`src/rtl/stopwatch_display.sv`:
```
// Seven-segment scan back-end for the stopwatch: snapshots packed-BCD time once per frame
// and multiplexes it across 8 common-anode digits with lap hold and leading-zero blanking.
`timescale 1ns/1ps
module stopwatch_display #(
  parameter int unsigned SCAN_DIV = 100000
) (
  input  logic        clk_i,
  input  logic        reset,
  input  logic [35:0] time_i,
  input  logic        view_i,
  input  logic        hold_i,
  input  logic        blank_i,
  output logic [7:0]  an_o,
  output logic [6:0]  seg_o,
  output logic        dp_o
);

  localparam int CW = (SCAN_DIV > 1) ? $clog2(SCAN_DIV) : 1;
  localparam logic [CW-1:0] CNT_LAST = CW'(SCAN_DIV - 1);

  logic [CW-1:0] cnt_q, cnt_d;
  logic [2:0]    idx_q, idx_d;
  logic [35:0]   shadow_q, shadow_d;
  logic          view_q, view_d;
  logic [7:0]    an_q, an_d;
  logic [6:0]    seg_q, seg_d;
  logic          dp_q, dp_d;

  logic          tick;
  logic          frame_end;
  logic [3:0]    nib [8];
  logic [7:0]    mapped;
  logic [7:0]    blank_lz;
  logic          run;
  int unsigned   s1_pos;
  logic          dark;
  logic          dp_lit;

  function automatic logic [6:0] decode(input logic [3:0] n);
    logic [6:0] s;
    case (n)
      4'h0: s = 7'b1000000;
      4'h1: s = 7'b1111001;
      4'h2: s = 7'b0100100;
      4'h3: s = 7'b0110000;
      4'h4: s = 7'b0011001;
      4'h5: s = 7'b0010010;
      4'h6: s = 7'b0000010;
      4'h7: s = 7'b1111000;
      4'h8: s = 7'b0000000;
      4'h9: s = 7'b0010000;
      default: s = 7'b0111111;
    endcase
    return s;
  endfunction

  // Scan timing and frame-synchronous snapshot
  always_comb begin
    tick      = (cnt_q == CNT_LAST);
    frame_end = tick && (idx_q == 3'd7);
    cnt_d     = tick ? '0 : cnt_q + CW'(1);
    idx_d     = tick ? idx_q + 3'd1 : idx_q;
    shadow_d  = shadow_q;
    view_d    = view_q;
    if (frame_end && !hold_i) begin
      shadow_d = time_i;
      view_d   = view_i;
    end
  end

  // View 0 shows ms1..m2 on digits 0..6; view 1 drops ms1 and shifts up by one nibble.
  always_comb begin
    for (int d = 0; d < 8; d++) begin
      nib[d]    = 4'h0;
      mapped[d] = 1'b0;
      if (view_q) begin
        nib[d]    = shadow_q[4*(d+1) +: 4];
        mapped[d] = 1'b1;
      end else if (d < 7) begin
        nib[d]    = shadow_q[4*d +: 4];
        mapped[d] = 1'b1;
      end
    end
  end

  // Blank a contiguous run of zeros from the top; the s1 digit and below always stay lit.
  always_comb begin
    blank_lz = '0;
    run      = blank_i;
    s1_pos   = view_q ? 2 : 3;
    for (int d = 7; d >= 0; d--) begin
      if (mapped[d]) begin
        if (run && (d > int'(s1_pos)) && (nib[d] == 4'h0)) begin
          blank_lz[d] = 1'b1;
        end else begin
          run = 1'b0;
        end
      end
    end
  end

  always_comb begin
    dark = !mapped[idx_q] || blank_lz[idx_q];
    if (view_q) begin
      dp_lit = (idx_q == 3'd2) || (idx_q == 3'd4) || (idx_q == 3'd6);
    end else begin
      dp_lit = (idx_q == 3'd3) || (idx_q == 3'd5);
    end
    if (dark) begin
      an_d  = 8'hFF;
      seg_d = 7'h7F;
      dp_d  = 1'b1;
    end else begin
      an_d  = ~(8'd1 << idx_q);
      seg_d = decode(nib[idx_q]);
      dp_d  = ~dp_lit;
    end
  end

  always_ff @(posedge clk_i or posedge reset) begin
    if (reset) begin
      cnt_q    <= '0;
      idx_q    <= 3'd0;
      shadow_q <= '0;
      view_q   <= 1'b0;
      an_q     <= 8'hFF;
      seg_q    <= 7'h7F;
      dp_q     <= 1'b1;
    end else begin
      cnt_q    <= cnt_d;
      idx_q    <= idx_d;
      shadow_q <= shadow_d;
      view_q   <= view_d;
      an_q     <= an_d;
      seg_q    <= seg_d;
      dp_q     <= dp_d;
    end
  end

  assign an_o  = an_q;
  assign seg_o = seg_q;
  assign dp_o  = dp_q;

endmodule

```
`config.mk`:
```
export PLATFORM = sky130hd
export DESIGN_NAME = stopwatch_display
export DESIGN_NICKNAME = d
export VERILOG_FILES = /design/src/rtl/stopwatch_display.sv
export SDC_FILE = /design/constraint.sdc
export NUM_CORES = 1
export LEC_CHECK = 0
export CAP_MARGIN = 0
export CORE_AREA = 2 2 100 78
export DETAILED_ROUTE_END_ITERATION = 10
export DIE_AREA = 0 0 102 80
export HOLD_SLACK_MARGIN = 0.03
export PLACE_DENSITY_LB_ADDON = 0.25
export SYNTH_ARGS = -nofsm -noshare
export SYNTH_HDL_FRONTEND = slang
export SYNTH_SLANG_ARGS = --single-unit
export TNS_END_PERCENT = 100
```
`constraint.sdc`:
```
create_clock -name clk_i -period 2.58 [get_ports clk_i]
set_input_delay 0.516 -clock clk_i [delete_from_list [all_inputs] [get_ports clk_i]]
set_output_delay 0.516 -clock clk_i [all_outputs]
set_load 0.01 [all_outputs]
```
==> qor.csv <==
stage,metric,value,unit
global_routing,antenna_found_initial,0,
sta,finalCritPeriodShare,92.9,%
placed_design,dp.cells,473,
clock_tree,cts_buffers,9,
floorplan,die_x,102,microns
sta,final-max-slew-violation-count,0,
drt,drt_first_pass_iters,4,
placed_design,place_congestion,0.870,
drt,wl_met2,3320,microns
sta,rsz0062_at_grt,no,
drt,post_drt_wl_per_cell,15.7,microns
worst_setup_path,reg2regPathDepth,10,
cells_and_area,areaGrowthSynthToFinish,24.5,%
yosys,netlist_area,3740,sq um
run,drv_cap,0,
worst_setup_path,rr_startpoint,idx_q[0],
floorplan,fp.dieH,80,microns
worst_setup_path,reg2reg_slack,180,ps
placed_design,port_buffers,56,
floorplan,row_count,27,
yosys,synth_top_flop_cell,dfrtp_1,
clock_tree,insertion_delay,350,ps
worst_setup_path,r2r-end,seg_o[4],
drt,top_layer_used,met4,
clock_tree,clock-sinks,73,
drt,finalWirelength,7700,microns
yosys,synthesis.nets,374,
yosys,ys_types,55,
sta,fmax,417,MHz
cells_and_area,multi_input_area,1730,sq um
yosys,ys_seq_area_share,49.4,%
drt,wl_met1,3850,microns
placed_design,dpl-instance-area,4410,sq um
worst_setup_path,path_cells,buf_4 -> and2_1 -> a222oi_1 -> o221ai_1 -> o21a_1 -> inv_1 -> ha_1 -> and4b_1 -> a211oi_1 -> o21ai_1,
worst_setup_path,cp_slowest_stage_delay,400,ps
yosys,yosys_warnings,0,
sta,skew,7.33,ps
worst_setup_path,cp_slowest_cell,dfrtp_1,
yosys,synth_edf_count,0,
yosys,async_flop_share,100,%
pwr,leakage,2.08,nW
cells_and_area,fin_cells,489,
global_routing,grt_max_degree,74,
cells_and_area,drive_above_1_share,23.5,%
clock_tree,clk_pin_slew,70,ps
worst_setup_path,worst_ep_arrival_time,2670,ps
floorplan,ios,57,
outcome,status,completed,
sta,hold_violations,0,
clock_tree,cts-htree-levels,3,
placed_design,dp_hpwl,5600,microns
sta,relSlewSlack,66.4,%
drt,drt-vias-per-instance,5.46,
drt,vias,2669,
clock_tree,post_cts_buffers,0,
global_routing,first_global_vias,2636,
sta,tns,0,ps
hold_path,hold_depth,1,
pwr,p_per_area,487,nW/um^2
yosys,ys_seq_elements,73,
global_routing,grt_pass1_wl,12900,microns
hold_path,hold_class,flip-flop to flip-flop,
global_routing,grt_overflow,0,
cells_and_area,seq_area,1850,sq um
global_routing,track_usage,20.6,%
clock_tree,clockBufferDepth,2,
sta,tightest_slew,491,ps
cells_and_area,fillers,577,
pwr,power,0.00227,W
worst_setup_path,required,2850,ps
sta,min_period,2400,ps
drt,drtAntennaViolNets,0,
cells_and_area,n_antenna_cell,0,
worst_setup_path,path_class,flip-flop to flip-flop,
floorplan,die_area,8160,sq um
cells_and_area,final_nets,436,
hold_path,hold-path-endpoint,cnt_q[0],
worst_setup_path,critical_path.max_fanout,18,
floorplan,core,7160,sq um
drt,wl_met3,444,microns
worst_setup_path,crit_path_end_kind,flip-flop,
floorplan,initial_utilization,52.2,%
sta,setup_violations,0,
cells_and_area,final_cell_mix,"dfrtp_1 (56), clkdlybuf4s50_1 (56), mux2_2 (38), nor2_1 (25), nand2_1 (20)",
cells_and_area,design_area,4650,sq um
drt,drtIter0Drc,169,
pwr,peakVddDrop,0.000247,V
yosys,synth_cells,321,
worst_setup_path,start_kind,flip-flop,
yosys,syn_avg_cell_area,11.6,sq um
clock_tree,cts_tree,done,
clock_tree,clockRootBuffer,clkbuf_8,
hold_path,min_from,cnt_q[0],
drt,drc,0,
==> synth_stat cells, drive strengths merged (2+ instances only) <==
| library cell | number | area [sq um] |
|---|---|---|
| dfrtp | 57 | 1430 |
| mux2 | 42 | 473 |
| nor2 | 26 | 100 |
| nand2 | 20 | 75.1 |
| dfstp | 16 | 420 |
| buf | 14 | 118 |
| nand3 | 13 | 77.6 |
| ha | 12 | 150 |
| mux2i | 12 | 120 |
| inv | 9 | 33.8 |
| xnor2 | 9 | 78.8 |
| xor2 | 9 | 78.8 |
| a21oi | 8 | 43.8 |
| a31oi | 8 | 50.1 |
| o21ai | 6 | 30.0 |
| and3 | 5 | 41.3 |
| nor3 | 5 | 25.0 |
| nand2b | 4 | 25.0 |
| nand4 | 4 | 25.0 |
| nor4 | 4 | 25.0 |
| o221ai | 4 | 35.0 |
| o22ai | 4 | 25.0 |
| a221oi | 3 | 26.3 |
| nor2b | 3 | 18.8 |
| a211oi | 2 | 15.0 |
| a222oi | 2 | 20.0 |
| a22oi | 2 | 15.0 |
| clkbuf | 2 | 7.51 |
==> power by group <==
group | internal (W) | total [W] | switching (W) | leakage, nW
sequential | 0.00114 | 0.00114 | 0 | 0.947
clock | 0.000620 | 0.00103 | 0.000415 | 0.123
combinational | 0.0000571 | 0.0000884 | 0.0000313 | 1.01
total | 0.00182 | 0.00227 | 0.000446 | 2.08
==> registers in the layout, summed over array words and instances, names as in the netlist <==
register and count:
seg_o 7, dp_o 1, shadow_q 36, view_q 1, idx_q 3, an_o 8
cnt_q 17
==> per-layer routing <==
layer	vias up	global-route usage [%]
met5	-	0
met4	0	7.20
met3	8	4.73
met2	82	29.5
met1	1298	30.5
li1	1281	-
==> worst max path at each step <==
stage,cells past startpoint,endpoint,start
floorplan,1,cnt_q[0],reset
global placement,9,seg_o[4],view_q
detailed placement,9,seg_o[4],view_q
CTS,9,seg_o[4],view_q
global route,10,seg_o[4],idx_q[0]
finish,10,seg_o[4],idx_q[0]
==> layout make-up <==
type	count	area share, %
multi-input combinational	223	37.2
inverter	9	0.726
tap	101	2.72
clock inverter	2	0.834
timing repair buffer	67	14.4
clock buffer	14	4.41
sequential	73	39.7
==> kinds of logic after synthesis <==
group                    synth area share, %
adder cells (fa/ha/maj)                 4.02
buffers and inverters                   4.25
AO/OA/AOI/OAI                           9.31
multiplexers                            16.5
flip-flops                              49.4
AND/OR/NAND/NOR                         12.3
XOR/XNOR                                4.22
==> worst max-delay path, delay by kind of cell, from the launching register on <==
family                   cells  cell delay, ps
adder cells (fa/ha/maj)      1             200
buffers and inverters        2             350
AO/OA/AOI/OAI                5             960
flip-flops                   1             400
AND/OR/NAND/NOR              2             420
==> per-stage QoR <==
stage / setup WS [ps] / utilization [%] / hold WS [ps]
after global routing: 5.42 / 65.0 / 523
after global placement: 318 / 61.5 / 467
final: 182 / 65.0 / 476
after CTS: 165 / 64.9 / 481
after detailed placement: 175 / 61.5 / 471
after floorplan: 237 / - / 448
==> repair_timing <==
item	CTS	global route
hold buffers	0	0
resized for setup	0	1
setup endpoints to repair	0	2
Note: power is estimated with default switching activity, not from simulation.
